===== config.mk =====
export PLATFORM = sky130hd
export DESIGN_NAME = resp_tx
export DESIGN_NICKNAME = d
export VERILOG_FILES = /design/src/rtl/resp_tx_pkg.sv /design/src/rtl/resp_tx.sv
export SDC_FILE = /design/constraint.sdc
export NUM_CORES = 1
export LEC_CHECK = 0
export ABC_CLOCK_PERIOD_IN_PS = 7600
export BUFFER_PORTS_ARGS = -buffer_cell sky130_fd_sc_hd__buf_4
export CAP_MARGIN = 0
export CORE_AREA = 2 2 72 74
export CTS_BUF_LIST = sky130_fd_sc_hd__clkbuf_4 sky130_fd_sc_hd__clkbuf_8
export DETAILED_ROUTE_END_ITERATION = 10
export DIE_AREA = 0 0 74 76
export HOLD_SLACK_MARGIN = 0.02
export PLACE_DENSITY = 0.82
export SETUP_SLACK_MARGIN = 0.2
export SLEW_MARGIN = 10
export SYNTH_ARGS = -nofsm -noshare
export SYNTH_HDL_FRONTEND = slang
export SYNTH_SLANG_ARGS = --single-unit

===== constraint.sdc =====
create_clock -name clk -period 7.6 [get_ports clk]
set_input_delay 0.38 -clock clk [delete_from_list [all_inputs] [get_ports clk]]
set_output_delay 0.38 -clock clk [all_outputs]
set_load 0.05 [all_outputs]

===== src/rtl/resp_tx_pkg.sv =====
// resp_tx_pkg: shared state encoding and frame layout constants for the response transmitter
package resp_tx_pkg;
    typedef enum logic [2:0] {IDLE, SETUP, SEND, GAP, WAIT_TX, DONE} state_t;
    localparam logic [7:0] HDR_BYTE   = 8'h55;
    localparam int         FRAME_LEN  = 67;
    localparam logic [6:0] DATA_FIRST = 7'd2;
    localparam logic [6:0] DATA_LAST  = 7'd65;
    localparam logic [6:0] LAST_IDX   = 7'(FRAME_LEN - 1);
endpackage


===== src/rtl/resp_tx.sv =====
// resp_tx: sends a 67-byte response frame (header, status, 16 accumulator words, checksum) to a UART
module resp_tx
    import resp_tx_pkg::*;
#(
    parameter logic [7:0] HDR = HDR_BYTE
) (
    input  logic        clk,
    input  logic        nRst,
    input  logic        start,
    input  logic [7:0]  status,
    input  logic [31:0] acc_data,
    output logic [3:0]  sel,
    output logic [7:0]  tx_data,
    output logic        tx_send,
    input  logic        tx_busy,
    output logic        busy,
    output logic        done
);
    state_t     state;
    logic [6:0] idx;
    logic [7:0] csum;
    logic [7:0] stat;
    logic       is_data;
    logic [6:0] didx;
    logic [7:0] data_byte;
    logic [7:0] cur_byte;

    always_comb begin
        is_data   = idx >= DATA_FIRST && idx <= DATA_LAST;
        didx      = idx - DATA_FIRST;
        data_byte = didx[1:0] == 2'd0 ? acc_data[31:24] :
                    didx[1:0] == 2'd1 ? acc_data[23:16] :
                    didx[1:0] == 2'd2 ? acc_data[15:8]  : acc_data[7:0];
        cur_byte  = idx == 7'd0 ? HDR :
                    idx == 7'd1 ? stat :
                    is_data     ? data_byte : csum;
    end

    // done is still high in the IDLE cycle after DONE, which is how a coincident start gets dropped
    always_ff @(posedge clk or negedge nRst) begin
        if (!nRst) begin
            state   <= IDLE;
            idx     <= '0;
            csum    <= '0;
            stat    <= '0;
            sel     <= '0;
            tx_data <= '0;
            tx_send <= 1'b0;
            busy    <= 1'b0;
            done    <= 1'b0;
        end else begin
            tx_send <= 1'b0;
            done    <= 1'b0;
            case (state)
                IDLE: if (start && !done) begin
                    stat  <= status;
                    idx   <= '0;
                    csum  <= '0;
                    busy  <= 1'b1;
                    state <= SETUP;
                end
                SETUP: begin
                    sel   <= is_data ? didx[5:2] : 4'd0;
                    state <= SEND;
                end
                SEND: if (!tx_busy) begin
                    tx_data <= cur_byte;
                    tx_send <= 1'b1;
                    if (idx != 7'd0 && idx != LAST_IDX) csum <= csum + cur_byte;
                    state   <= GAP;
                end
                GAP: state <= WAIT_TX;
                WAIT_TX: if (!tx_busy) begin
                    if (idx < LAST_IDX) begin
                        idx   <= idx + 7'd1;
                        state <= SETUP;
                    end else begin
                        state <= DONE;
                    end
                end
                DONE: begin
                    done  <= 1'b1;
                    busy  <= 1'b0;
                    state <= IDLE;
                end
                default: state <= IDLE;
            endcase
        end
    end
endmodule


# Word-level counts from Yosys, hierarchy flattened
# Cells that the tools add are included.
[totals] ff_bits=41 out_inout_bits=15 elab_cells=72
[classes] add_sub_neg=3 n_lt_le_gt_ge=3 n_eq_ne=14 muxes=25 bitwise=1 reduce_logical=17
[op_table] operator="2-to-1 mux 8 bit" count=9
[op_table] operator="2-to-1 mux 7 bit" count=3
[op_table] operator="one-hot mux 8 bit (2 select lines)" count=1
[op_table] operator="one-hot mux 3 bit (5 select lines)" count=1
[op_table] operator="one-hot mux 7 bit (2 select lines)" count=1
[op_table] operator="2-to-1 mux 3 bit" count=4
[op_table] operator="!= test 2 bit (second input constant)" count=5
[op_table] operator="adder 8 bit" count=1
[op_table] operator="AND reduction 4 bit" count=2
[op_table] operator="adder 7 x 1 -> 7 bit (second input constant)" count=1
[op_table] operator="== test 7 x 1 -> 1 bit (second input constant)" count=1
[op_table] operator=">= comparator 7 x 2 -> 1 bit (second input constant)" count=1
[op_table] operator="less-or-equal comparator 7 bit (second input constant)" count=1
[op_table] operator="logical NOT 7 bit" count=1
[op_table] operator="< comparator 7 bit (second input constant)" count=1
[op_table] operator="!= test 7 bit (second input constant)" count=1
[op_table] operator="nonzero test 7 bit" count=1
[op_table] operator="== test 3 x 2 -> 1 bit (second input constant)" count=2
[op_table] operator="== test 3 bit (second input constant)" count=2
[op_table] operator="AND reduction 2 bit" count=3
[op_table] operator="nonzero test 2 bit" count=3
[op_table] operator="subtractor 6 x 2 -> 6 bit (second input constant)" count=1
[op_table] operator="2-to-1 mux 1 bit" count=4
[op_table] operator="2-to-1 mux 4 bit" count=1
[op_table] operator="other kinds (10)" count=12

# Logic depth before layout (Yosys ltp)
[depth] word_depth=12 mapped_depth=19 mapped_depth_nobuf=16

# Least setup slack after synthesis
# No wires, ideal clock.
[synth_path] path_kind="reg-to-reg" start="register idx[1]" end="register csum[6]" setup_time_ps=121 t_arrival_ps=3189 t_required_ps=7479 setup_slack_ps=4290 path_stages_with_launch=17 period_less_slack_ps=3310 path_cell_list="dfrtp_1 > inv_1 > ha_1 > a22o_1 > a31o_1 > buf_6 > buf_6 > o211ai_1 > a21boi_1 > nor2_1 > fa_1 > a21o_1 > a21o_1 > a21o_1 > a21oi_1 > xnor2_1 > a22o_1"
[synth_via] elab_chain_len=12
[synth_rtl] item="start, declared" line="resp_tx.sv:20" source="logic [6:0] idx;"
[synth_rtl] item="start signal, assigned" line="resp_tx.sv:75" source="idx <= idx + 7'd1;"
[synth_rtl] item="subtractor 6 x 2 -> 6 bit" line="resp_tx.sv:30" source="didx = idx - DATA_FIRST;"
[synth_rtl] item="== test 2 bit" line="resp_tx.sv:33" source="didx[1:0] == 2'd2 ? acc_data[15:8] : acc_data[7:0];"
[synth_rtl] item="2-to-1 mux 8 bit" line="resp_tx.sv:33"
[synth_rtl] item="2-to-1 mux 8 bit" line="resp_tx.sv:32" source="didx[1:0] == 2'd1 ? acc_data[23:16] :"
[synth_rtl] item="2-to-1 mux 8 bit" line="resp_tx.sv:31" source="data_byte = didx[1:0] == 2'd0 ? acc_data[31:24] :"
[synth_rtl] item="2-to-1 mux 8 bit" line="resp_tx.sv:36" source="is_data ? data_byte : csum;"
[synth_rtl] item="2-to-1 mux 8 bit" line="resp_tx.sv:35" source="idx == 7'd1 ? stat :"
[synth_rtl] item="2-to-1 mux 8 bit *" line="resp_tx.sv:34" source="cur_byte = idx == 7'd0 ? HDR :"
[synth_rtl] item="via cur_byte[1]" line="resp_tx.sv:26" source="logic [7:0] cur_byte;"
[synth_rtl] item="adder 8 bit *" line="resp_tx.sv:69" source="if (idx != 7'd0 && idx != LAST_IDX) csum <= csum + cur_byte;"
[synth_rtl] item="2-to-1 mux 8 bit *" line="resp_tx.sv:69"
[synth_rtl] item="2-to-1 mux 8 bit *" line="resp_tx.sv:66" source="SEND: if (!tx_busy) begin"
[synth_rtl] item="one-hot mux 8 bit (2 select lines) *" line="resp_tx.sv:54" source="case (state)"
[synth_rtl] item="end signal, assigned" line="resp_tx.sv:69"
[synth_rtl] item="end, declared" line="resp_tx.sv:21" source="logic [7:0] csum;"
# Mark *: on every way through the listed nets, which the timed path passes. The rest lies on a longest branch. The select of a mux whose other input is x is not followed.
# A chain may end at the register's enable or synchronous reset.

# Worst setup path after layout
[layout_path] start="register idx[0]" end="register csum[6]"
# Same word-level chain as after synthesis.

==> results.yml <==
floorplanning:
  io-pin-count: 59
  floorplan.core_area_mm2: 0.00491
  die_width_um: 74
  die_area_mm2: 0.00562
  initial_utilization_pct: 53.0
  row_count: 26
  die_height_um: 76
detailed_routing:
  drc: 0
  postRouteAntennaNets: 0
  detail_route.first_pass.iterations: 4
  wl_per_cell_um: 15.2
  vias: 2297
  starting_drt_drc_count: 121
  finalWirelength_um: 6290
  vias_per_cell: 5.56
sta:
  timing.slew.headroom_pct: 36.9
  skew_ns: 0.00864
  finalMaxSlewViolations: 0
  setup_viol: 0
  max_slew.worst_pin.slew_ns: 0.947
  rsz_0062_raised_after_global_routing: "no"
  final.min_clock_period_ns: 4.09
  tns_ns: 0
  timing.final.hold_violations: 0
  timing.final.crit_share_pct: 53.8
  max_freq_mhz: 244
synth:
  yosys_warnings: 0
  synth_largest_type_area_fraction_pct: 39.4
  synth_enable_flop_cells: 0
  synth-simple-area-share_pct: 20.9
  synth-seq-area-share_pct: 39.4
  synth_cells: 294
  synth_top_flop_cell: "dfrtp_1"
  synth_largest_area_cell: "dfrtp_1"
  yosys.area_share.adder_pct: 7.98
  postSynthNetCount: 354
  ys_seq_elements: 41
  combinational_family_with_the_most_area_after_synthesis: "simple AND/OR/NAND/NOR gates"
  netlist-cell-type-count: 46
  synth_compound_area_share_pct: 16.8
  post_synth_xor_area_fraction_pct: 4.04
  netlist_area_mm2: 0.00260
  post_synth.cell_area_avg_um2: 8.85
  synth_area_leaders: "dfrtp_1 (39%), nand2_1 (7.8%), ha_1 (7.2%)"
  share_of_cell_area_taken_by_muxes_after_synthesis_pct: 6.30
  ys_async_sr_fraction_pct: 100
cts:
  htree_levels: 2
  post_cts_resize_count: 0
  cts-root-to-sink-buffers: 2
  cts_num_sinks: 41
  cts_hold_repair.buffers: 0
  cts_buffers: 5
  clock_pin_slew_reported_for_the_worst_setup_and_hold_paths_after_clock_tree_synthesis_ns: 0.09
  insertion_delay_ns: 0.30
  clk_root_buffer_cell: "clkbuf_8"
  cts_post_setup_buffers_inserted: 0
  cts_tree: "built"
setup_path:
  r2r_start: "idx[0]$_DFFE_PN0P_"
  r2r_cells: 16
  cp.required_ns: 7.80
  worstReg2RegEnd: "csum[6]$_DFFE_PN0P_"
  crit_start: "idx[0]$_DFFE_PN0P_"
  setup.worst_path.end_class: "register"
  crit_path_start_kind: "register"
  cp.arrival_ns: 4.29
  crit_type: "reg -> reg"
  r2r_setup_slack_ns: 3.51
  critPathMaxFanout: 18
placement:
  dp.final_hpwl_um: 4560
  dp.cells: 405
  place.port_buffers: 58
  globalplace.congestion: 0.885
min_path:
  min_delay_path_class: "in -> async"
global_routing:
  groute.layer.met1.usage_pct: 35.1
  via_count_of_the_first_global_routing_pass: 2152
  maximum_number_of_pins_on_one_net_before_global_route_repair: 42
  global_route_wire_length_before_repair_um: 10600
  globalRouteMet3Util_pct: 4.50
  globalRouteMet2Util_pct: 36.3
  grt-busiest-layer: "met2"
  number_of_antenna_violations_at_the_first_check_in_global_routing: 0
  grt_overflow: 0
  gr-usage-all-layers_pct: 24.0
outcome:
  run_status: "finished, final reports clean"
final_layout:
  layout.core_utilization_pct: 63.5
  post_route_cells_drive_above_1_share_pct: 21.3
  layout-area-overhead-vs-synth_pct: 19.9
  diodes_inserted: 0
  layout_common_cells: "buf_4 (58), nand2_1 (54), dfrtp_1 (41)"
  nNetsFinal: 402
  fin_cells: 413
  final_common_cell: "buf_4"
power_and_ir_drop:
  power.density_cell_area_mw_per_mm2: 336
  leakagePower_nw: 1.51
  vdd_drop_max_v: 0.000177
job:
  max_cap_violation_count: 0
metrics by stage:
step / worst slack (ns) / hold WS, ns / total power, W / cell area (µm²)
floorplan: 4.29 / 0.0844 / 0.000759 / 2600
global placement: 3.73 / 0.392 / 0.000879 / 3030
detailed placement: 3.54 / 0.398 / 0.000893 / 3030
CTS: 3.50 / 0.0685 / 0.00105 / 3120
global route: 2.91 / 0.0831 / 0.00113 / 3120
finish: 3.51 / 0.0511 / 0.00105 / 3120
state kept, by name, indices dropped and copies added (netlist names):
| register | count |
|---|---|
| busy | 1 |
| stat | 8 |
| tx_data | 8 |
| tx_send | 1 |
| sel | 4 |
| state | 3 |
| csum | 8 |
| idx | 7 |
| done | 1 |
how the worst max path moves through the flow:
stage | endpoint | slack, ns | depth (start not counted)
global route | csum[7]$_DFFE_PN0P_ | 2.91 | 16
detailed placement | csum[6]$_DFFE_PN0P_ | 3.54 | 16
finish | csum[6]$_DFFE_PN0P_ | 3.51 | 16
global placement | csum[6]$_DFFE_PN0P_ | 3.73 | 16
CTS | csum[6]$_DFFE_PN0P_ | 3.50 | 16
floorplan | csum[6]$_DFFE_PN0P_ | 4.29 | 16
per-layer routing:
layer | vias up | wire [µm]
met2 | 106 | 2870
met3 | 8 | 531
met5 | - | 0
met1 | 1070 | 2810
met4 | 0 | 78
li1 | 1113 | -
where the power goes:
part	leakage [nW]	switching (W)	internal [W]
clock network	0.0439	0.0000799	0.0000634
logic	0.934	0.000353	0.000210
registers	0.528	0.0000588	0.000282
cell families after synthesis:
group           count (synthesis)
simple gates                  116
compound gates                 69
flops                          41
buf+inv                        24
mux                            16
fa+ha+maj                      16
xor+xnor                       12
cells in the mapped netlist (all sizes together), types with 2 or more instances:
| cell type | count |
|---|---|
| buf | 6 |
| a21oi | 16 |
| dfrtp | 41 |
| ha | 15 |
| a22o | 6 |
| mux2 | 3 |
| clkbuf | 11 |
| o31ai | 3 |
| nor3 | 4 |
| a21boi | 3 |
| o21ai | 19 |
| nand3 | 9 |
| nand2 | 54 |
| a31oi | 2 |
| nor3b | 3 |
| a21o | 3 |
| and2 | 2 |
| mux2i | 13 |
| inv | 7 |
| xor2 | 6 |
| and3 | 4 |
| o211ai | 10 |
| xnor2 | 6 |
| nor4 | 2 |
| nor2 | 30 |
final cells by class:
| cell class | instances | area [µm²] |
|---|---|---|
| Clock buffer | 5 | 68.8 |
| Clock inverter | 3 | 17.5 |
| Fill cell | 433 | 1790 |
| Inverter | 7 | 26.3 |
| Multi-Input combinational cell | 229 | 1460 |
| Sequential cell | 41 | 1030 |
| Tap cell | 70 | 87.6 |
| Timing Repair Buffer | 58 | 435 |
worst max-delay path, cell delays in order (launching register included):
cell	delay, ns
dfrtp_1	0.42
inv_1	0.14
ha_1	0.49
nand2b_1	0.10
a31oi_1	0.17
a31o_1	0.54
o211ai_1	0.19
o211ai_1	0.15
a21boi_1	0.23
nor2_1	0.10
fa_1	0.45
a21o_1	0.18
a21o_1	0.19
a21o_1	0.18
a21oi_1	0.18
xnor2_1	0.08
a22o_1	0.19
No activity file was read; power rests on OpenSTA's default activity.
